<file path="config.mk">
export PLATFORM = sky130hd
export DESIGN_NAME = rega_timer_ctrl
export DESIGN_NICKNAME = d
export VERILOG_FILES = /design/src/rtl/rega_timer_ctrl.sv
export SDC_FILE = /design/constraint.sdc
export NUM_CORES = 1
export LEC_CHECK = 0
export CORE_MARGIN = 2
export CORE_UTILIZATION = 50
export DETAILED_ROUTE_END_ITERATION = 12
export HOLD_SLACK_MARGIN = 0.15
export MAX_ROUTING_LAYER = met4
export PLACE_DENSITY = 0.95
export SLEW_MARGIN = 10
export SYNTH_ARGS = -nofsm -noshare
export SYNTH_HDL_FRONTEND = slang
export SYNTH_SLANG_ARGS = --single-unit
</file>
<file path="constraint.sdc">
create_clock -name clk -period 3.25 [get_ports clk]
set_input_delay 0.65 -clock clk [delete_from_list [all_inputs] [get_ports clk]]
set_output_delay 0.65 -clock clk [all_outputs]
set_load 0.01 [all_outputs]
</file>
<file path="src/rtl/rega_timer_ctrl.sv">
// Irrigation countdown sequencer: captures an MM:SS BCD preset, counts it down
// on the 1 Hz tick while the valve is open, and handles abort and error exits.
module rega_timer_ctrl #(
  parameter logic [3:0] DS_MAX  = 4'd5,
  parameter logic [3:0] DIG_MAX = 4'd9
) (
  input  logic       clk,
  input  logic       rst_n,
  input  logic       tick,
  input  logic       start,
  input  logic       M,
  input  logic       Error,
  input  logic [3:0] preset_dm,
  input  logic [3:0] preset_um,
  input  logic [3:0] preset_ds,
  input  logic [3:0] preset_us,
  output logic [3:0] cnt_dm,
  output logic [3:0] cnt_um,
  output logic [3:0] cnt_ds,
  output logic [3:0] cnt_us,
  output logic       valve,
  output logic       busy,
  output logic       done,
  output logic       fault,
  output logic [2:0] state
);

  typedef enum logic [2:0] {
    IDLE  = 3'd0,
    LOAD  = 3'd1,
    RUN   = 3'd2,
    DONE  = 3'd3,
    FAULT = 3'd4
  } state_t;

  state_t     curState;
  logic [3:0] dm, um, ds, us;
  logic [3:0] decDm, decUm, decDs, decUs;
  logic [3:0] ldDm, ldUm, ldDs, ldUs;
  logic       atOneOrLess;
  logic       loadIsZero;

  // Clamp an out-of-range preset digit to its largest legal value
  function automatic logic [3:0] satDigit(input logic [3:0] d, input logic [3:0] maxV);
    return (d > maxV) ? maxV : d;
  endfunction

  // Saturated preset digits, so the counter always starts in legal BCD
  always_comb begin
    ldDm = satDigit(preset_dm, DIG_MAX);
    ldUm = satDigit(preset_um, DIG_MAX);
    ldDs = satDigit(preset_ds, DS_MAX);
    ldUs = satDigit(preset_us, DIG_MAX);
    loadIsZero = (ldDm == 4'd0) && (ldUm == 4'd0) && (ldDs == 4'd0) && (ldUs == 4'd0);
  end

  // One-second BCD decrement with borrow ripple us -> ds -> um -> dm
  always_comb begin
    decUs = us - 4'd1;
    decDs = ds;
    decUm = um;
    decDm = dm;
    if (us == 4'd0) begin
      decUs = DIG_MAX;
      if (ds == 4'd0) begin
        decDs = DS_MAX;
        if (um == 4'd0) begin
          decUm = DIG_MAX;
          decDm = dm - 4'd1;
        end else begin
          decUm = um - 4'd1;
        end
      end else begin
        decDs = ds - 4'd1;
      end
    end
    // 00:00 is included so a zero count can never wrap to 99:59
    atOneOrLess = (dm == 4'd0) && (um == 4'd0) && (ds == 4'd0) && (us <= 4'd1);
  end

  // Sequencer: state, count and registered valve/done/fault (Error beats M beats start/tick)
  always_ff @(posedge clk or negedge rst_n) begin
    if (!rst_n) begin
      curState <= IDLE;
      dm       <= 4'd0;
      um       <= 4'd0;
      ds       <= 4'd0;
      us       <= 4'd0;
      valve    <= 1'b0;
      done     <= 1'b0;
      fault    <= 1'b0;
    end else begin
      done  <= 1'b0;
      fault <= 1'b0;
      valve <= 1'b0;
      if (Error) begin
        curState <= FAULT;
        fault    <= 1'b1;
        {dm, um, ds, us} <= 16'h0000;
      end else begin
        case (curState)
          IDLE: begin
            {dm, um, ds, us} <= 16'h0000;
            if (start && M) curState <= LOAD;
          end
          LOAD: begin
            if (!M) begin
              curState <= IDLE;
              {dm, um, ds, us} <= 16'h0000;
            end else begin
              {dm, um, ds, us} <= {ldDm, ldUm, ldDs, ldUs};
              if (loadIsZero) begin
                curState <= DONE;
                done     <= 1'b1;
              end else begin
                curState <= RUN;
                valve    <= 1'b1;
              end
            end
          end
          RUN: begin
            if (!M) begin
              curState <= IDLE;
              {dm, um, ds, us} <= 16'h0000;
            end else if (tick && atOneOrLess) begin
              curState <= DONE;
              done     <= 1'b1;
              {dm, um, ds, us} <= 16'h0000;
            end else begin
              valve <= 1'b1;
              if (tick) {dm, um, ds, us} <= {decDm, decUm, decDs, decUs};
            end
          end
          DONE: begin
            curState <= IDLE;
            {dm, um, ds, us} <= 16'h0000;
          end
          FAULT: begin
            curState <= IDLE;
            {dm, um, ds, us} <= 16'h0000;
          end
          default: begin
            curState <= IDLE;
            {dm, um, ds, us} <= 16'h0000;
          end
        endcase
      end
    end
  end

  // busy follows the registered state directly
  assign busy   = (curState == LOAD) || (curState == RUN);
  assign state  = curState;
  assign cnt_dm = dm;
  assign cnt_um = um;
  assign cnt_ds = ds;
  assign cnt_us = us;

endmodule
</file>
==> flow_metrics.env, run 1 <==
export IMPL_startpoint_type="input port"
export IMPL_multi_input_area_um2=808
export IMPL_hold_depth=2
export IMPL_critPathTopFamily="simple AND/OR/NAND/NOR gates"
export IMPL_first_global_vias=1484
export IMPL_coreArea_mm2=0.00273
export IMPL_worstPathArrival_ps=2840
export IMPL_grt_overflow=0
export IMPL_period_share=0.805
export IMPL_tritoncts="built"
export IMPL_std_cell_rows=19
export IMPL_setup_tns_ps=0
export IMPL_tightestPinTransition_ps=1050
export IMPL_critPathBufInv=1
export IMPL_fp_dieArea_mm2=0.00328
export IMPL_viasPerCell=6.44
export IMPL_ys_warn_count=0
export IMPL_drtIter0Drc=87
export IMPL_path_class="input port to flop"
export IMPL_postRouteAntennaNets=0
export IMPL_synth_cells=163
export IMPL_wl_um=4000
export IMPL_power_mw=0.469
export IMPL_place_area_mm2=0.00190
export IMPL_status="complete, no violations"
export IMPL_finalHoldViolCount=0
export IMPL_die_h_um=57.3
export IMPL_clk_path_buf_depth=2
export IMPL_cp_data_required_time_ps=3480
export IMPL_synth_area_mm2=0.00142
export IMPL_cts_made_buffers=3
export IMPL_postCtsHoldBufs=0
export IMPL_fmax_mhz=382
export IMPL_drtPass1Iterations=5
export IMPL_endpoint_kind="flop"
export IMPL_gp_congestion=0.931
export IMPL_path_clk_slew_ps=130
export IMPL_synth_edff_count=0
export IMPL_synth_common_cells="dfrtp_1, nor2_1, o21ai_0"
export IMPL_rsz0062_at_grt="no"
export IMPL_seq_area_um2=551
export IMPL_htreeDepth=1
export IMPL_nFillCells=214
export IMPL_powerDensity_mw_per_mm2=244
export IMPL_remaining_drc_errors=0
export IMPL_cpPeakStageDelay_ps=540
export IMPL_worstPathMaxFanout=7
export IMPL_synthMostInstantiatedCell="dfrtp_1"
export IMPL_yosysUniqueCellTypes=46
export IMPL_holdCritPathClass="flop to flop"
export IMPL_synth_area_per_cell_um2=8.71
export IMPL_maxSlewViolCount=0
export IMPL_grt_pass1_wl_um=6530
export IMPL_path_cells="clkdlybuf4s50_1 > or3b_1 > or2_0 > or3_4 > a32o_1 > a22o_1"
export IMPL_r2r_cells=7
export IMPL_vias=1539
export IMPL_fin_nets=235
export IMPL_clock_sinks=22
export IMPL_drive_above_1_share=0.0385
export IMPL_wire_per_inst_um=16.7
export IMPL_antenna_found_initial=0
export IMPL_syn_num_nets=188
export IMPL_crit_slowest_cell="clkdlybuf4s50_1"
export IMPL_synthArstFlopShare=1.00
export IMPL_dp_final_hpwl_um=3030
export IMPL_synth_top_area_frac=0.388
export IMPL_clock_skew_ps=14.4
export IMPL_synth_largest_area_cell="dfrtp_1"
export IMPL_syn2layout_area_growth_pct=35.2
export IMPL_start_util=0.519
export IMPL_min_period_ps=2610
export IMPL_r2r_slack_ps=730
export IMPL_track_usage=0.262
export IMPL_finish_instance_area_mm2=0.00192
export IMPL_cts_resized_gates=0
export IMPL_r2r_end="cnt_us[2]"
export IMPL_clk_latency_ps=320
export IMPL_synthFlopType="dfrtp_1"
export IMPL_grt_max_degree=23
export IMPL_port_buffers=44
export IMPL_vdd_ir_drop_max_uv=277
export IMPL_hold_start="cnt_um[1]"
export IMPL_holdPathEnd="cnt_um[1]"
export IMPL_setup_viol=0
export IMPL_synth_area_leaders="dfrtp_1, a22o_1, nor2_1, o21ai_0, inv_1"
export IMPL_slew_headroom=0.300
export IMPL_cts_root_buf="clkbuf_4"
export IMPL_pre_cts_slack_ps=304
export IMPL_ios=45
export IMPL_p_leak_nw=0.752
export IMPL_ys_seq_elements=22
export IMPL_diodes=0
export IMPL_r2r_start="cnt_ds[0]"
export IMPL_cts_setup_buffers=0
export IMPL_die_w_um=57.3
export IMPL_cap_viol_max_count=0
export IMPL_setup_slack_ps=635
export IMPL_ys_seq_area_frac=0.388
placed cells by master, fill, tap and decap left out, types with 4 or more instances in the layout:
master / instances
a22o_1: 9
a32o_1: 4
clkdlybuf4s50_1: 44
dfrtp_1: 22
inv_1: 12
nand2_1: 12
nor2_1: 20
nor3_1: 5
nor4_1: 5
o21a_1: 4
o21ai_0: 13
power by group:
part	internal, mW	switching, mW	total, mW	leakage, nW
logic	0.0335	0.0275	0.0610	0.436
registers	0.275	0.00240	0.278	0.303
clock network	0.0435	0.0869	0.130	0.0138
worst register-to-register path, delay by kind of cell (launching register included):
family          cells  cell delay (ps)
compound gates      2              440
fa+ha+maj           1              210
buf+inv             1               90
flops               1              430
simple gates        3             1250
kinds of logic (layout without fill, tap and decap cells):
family / Yosys count / after routing / share of synthesized area
fa+ha+maj: 3 / 3 / 0.0264
simple gates: 64 / 64 / 0.241
compound gates: 55 / 55 / 0.282
xor+xnor: 1 / 1 / 0.00617
flops: 22 / 22 / 0.388
mux: 2 / 2 / 0.0141
buf+inv: 16 / 61 / 0.0432
sequential cells by signal, summed over array words and instances, names as in the netlist:
register / flops
state: 3
cnt_us: 4
done: 1
valve: 1
cnt_dm: 4
cnt_um: 4
fault: 1
cnt_ds: 4
per-stage QoR:
step | util | hold slack [ps] | cells
floorplan | - | 354 | 163
global placement | 0.694 | 509 | 236
detailed placement | 0.694 | 524 | 236
CTS | 0.703 | 555 | 239
global route | 0.703 | 572 | 239
finish | 0.703 | 554 | 239
worst max path at each step:
stage | start | end | slack [ps] | cells past startpoint
2_1_floorplan | Error | cnt_ds[2] | 980 | 6
3_3_place_gp | M | cnt_ds[2] | 380 | 6
3_5_place_dp | M | cnt_ds[2] | 300 | 6
4_1_cts | M | cnt_ds[2] | 650 | 6
5_1_grt | cnt_ds[0] | cnt_us[2] | 550 | 7
6_report | M | cnt_ds[2] | 640 | 6
cell type report:
type,instances,area share
multi-input combinational,125,0.421
tap,31,0.0202
sequential,22,0.287
timing repair buffer,46,0.237
clock buffer,3,0.0117
inverter,12,0.0235
per-layer routing:
layer / global-route usage / share of wire / vias to the layer above
met2: 0.425 / 0.50 / 73
li1: - / - / 710
met5: - / 0 / -
met1: 0.329 / 0.42 / 751
met4: 0.110 / 0.011 / 0
met3: 0.0340 / 0.071 / 5
Power figures use the tool's default switching activity.
==> inputs of run 2 (changes only) <==
--- a/config.mk
+++ b/config.mk
@@ -6,11 +6,11 @@
 export NUM_CORES = 1
 export LEC_CHECK = 0
 export CORE_MARGIN = 2
-export CORE_UTILIZATION = 50
+export CORE_UTILIZATION = 46
 export DETAILED_ROUTE_END_ITERATION = 12
 export HOLD_SLACK_MARGIN = 0.15
 export MAX_ROUTING_LAYER = met4
-export PLACE_DENSITY = 0.95
+export PLACE_DENSITY = 0.89
 export SLEW_MARGIN = 10
 export SYNTH_ARGS = -nofsm -noshare
 export SYNTH_HDL_FRONTEND = slang
==> constraint.sdc (replaced) <==
create_clock -name clk -period 2.5 [get_ports clk]
set_input_delay 0.5 -clock clk [delete_from_list [all_inputs] [get_ports clk]]
set_output_delay 0.5 -clock clk [all_outputs]
set_load 0.01 [all_outputs]
==> flow_metrics.env, run 2 (synthesis gave the netlist of run 1 again) <==
export IMPL_rsz0062_at_grt="no"
export IMPL_drtIter0Drc=96
export IMPL_cts_setup_buffers=0
export IMPL_std_cell_rows=20
export IMPL_use_met2=0.370
export IMPL_period_share=0.867
export IMPL_tightestPinTransition_ps=471
export IMPL_drtPass1Iterations=4
export IMPL_start_util=0.473
export IMPL_fp_dieArea_mm2=0.00355
export IMPL_layout_common_cells="clkdlybuf4s50_1, dfrtp_1, nor2_1, buf_4, o21ai_0"
export IMPL_drive_above_1_share=0.107
export IMPL_path_class="flop to flop"
export IMPL_endpoint_kind="flop"
export IMPL_seqPwrFrac=0.554
export IMPL_power_internal_mw=0.498
export IMPL_gp_congestion=0.882
export IMPL_wire_per_inst_um=15.7
export IMPL_path_common_cell="a22o_1"
export IMPL_wl_um=4040
export IMPL_syn2layout_area_growth_pct=44.3
export IMPL_path_clk_slew_ps=130
export IMPL_p_sw_frac=0.238
export IMPL_worstPathMaxFanout=6
export IMPL_fin_hold_ws_ps=510
export IMPL_use_met1=0.319
export IMPL_status="complete, no violations"
export IMPL_track_usage=0.242
export IMPL_powerDensity_mw_per_mm2=319
export IMPL_setup_slack_ps=331
export IMPL_clock_sinks=22
export IMPL_clk_path_buf_depth=2
export IMPL_viasPerCell=6.11
export IMPL_p_sw_mw=0.155
export IMPL_startpoint_type="flop"
export IMPL_use_met3=0.0328
export IMPL_fin_nets=250
export IMPL_postCtsHoldBufs=0
export IMPL_min_period_ps=2170
export IMPL_cts_resized_gates=0
export IMPL_grt_max_degree=23
export IMPL_first_global_vias=1396
export IMPL_vias=1570
export IMPL_cts_root_buf="clkbuf_4"
export IMPL_ios=45
export IMPL_p_leak_nw=0.829
export IMPL_slew_headroom=0.684
export IMPL_grt_pass1_wl_um=6280
export IMPL_clk_latency_ps=320
export IMPL_combPwrFrac=0.135
export IMPL_busiest_layer="met2"
export IMPL_setup_tns_ps=0
export IMPL_diodes=0
export IMPL_port_buffers=44
export IMPL_die_h_um=59.6
export IMPL_finalHoldViolCount=0
export IMPL_cap_viol_max_count=0
export IMPL_remaining_drc_errors=0
export IMPL_vdd_ir_drop_max_uv=203
export IMPL_path_cells="inv_1 > ha_1 > nor3b_1 > nand4_1 > and2_0 > a22o_1 > a22o_1"
export IMPL_setup_viol=0
export IMPL_coreArea_mm2=0.00300
export IMPL_die_w_um=59.6
export IMPL_pre_cts_slack_ps=16.2
export IMPL_clock_skew_ps=5.68
export IMPL_cpPeakStageDelay_ps=440
export IMPL_grt_overflow=0
export IMPL_worstPathArrival_ps=2380
export IMPL_dp_final_hpwl_um=3010
export IMPL_final_common_cell="clkdlybuf4s50_1"
export IMPL_cp_data_required_time_ps=2720
export IMPL_holdCritPathClass="input port to asynchronous set/reset pin"
export IMPL_crit_slowest_cell="dfrtp_1"
export IMPL_antenna_found_initial=0
export IMPL_tritoncts="built"
export IMPL_cts_made_buffers=3
export IMPL_postRouteAntennaNets=0
export IMPL_p_clk_frac=0.312
export IMPL_htreeDepth=1
export IMPL_maxSlewViolCount=0
export IMPL_fmax_mhz=461
==> run 2: cell count changes in the layout (fill, tap and decap cells not counted) <==
cell      previous run  this run
buf_4                2        17
clkbuf_8             0         1
==> run 2: path summary, 6_finish.rpt <==
check	from	endpoint	slack, ps	cells past startpoint
worst min-delay path	rst_n	cnt_us[1]	510	2
worst max-delay path	cnt_dm[0]	cnt_us[3]	330	7
max in group asynchronous	rst_n	cnt_um[0]	1770	2
min in group clk	cnt_um[2]	cnt_um[2]	550	2
worst min register to register	cnt_um[2]	cnt_um[2]	550	2
worst max register to register	cnt_dm[0]	cnt_us[3]	330	7
==> run 2: worst max-delay path, delay by kind of cell, from the launching register on <==
family	cells	cell delay, ps
fa+ha+maj	1	180
flops	1	440
buf+inv	1	90
simple gates	3	880
compound gates	2	470
==> run 2: area by class of cell <==
cell class | instances | area [um2]
inverters | 12 | 45.0
repair buffers | 61 | 568
well taps | 33 | 41.3
fillers | 247 | 953
clock buffers | 4 | 36.3
flip-flops and latches | 22 | 551
multi-input cells | 125 | 808
==> run 2: stage by stage <==
stage	utilization	std cells	power, mW	area [um2]
floorplan	-	163	0.386	1420
global placement	0.670	253	0.454	2010
detailed placement	0.670	253	0.455	2010
CTS	0.683	257	0.651	2050
global route	0.683	257	0.670	2050
finish	0.683	257	0.653	2050
==> run 2: metal layers <==
| layer | part of all wire | vias to the layer above |
|---|---|---|
| met1 | 0.45 | 735 |
| li1 | - | 744 |
| met2 | 0.45 | 76 |
| met3 | 0.068 | 15 |
| met4 | 0.028 | 0 |
| met5 | 0 | - |
==> run 2: power by group through the flow <==
stage	clock network, mW	logic (mW)	registers, mW
after floorplan	0	0.0176	0.369
final	0.203	0.0880	0.361
after global placement	0	0.0859	0.368
after CTS	0.202	0.0873	0.361
after detailed placement	0	0.0868	0.368
after global routing	0.214	0.0940	0.362
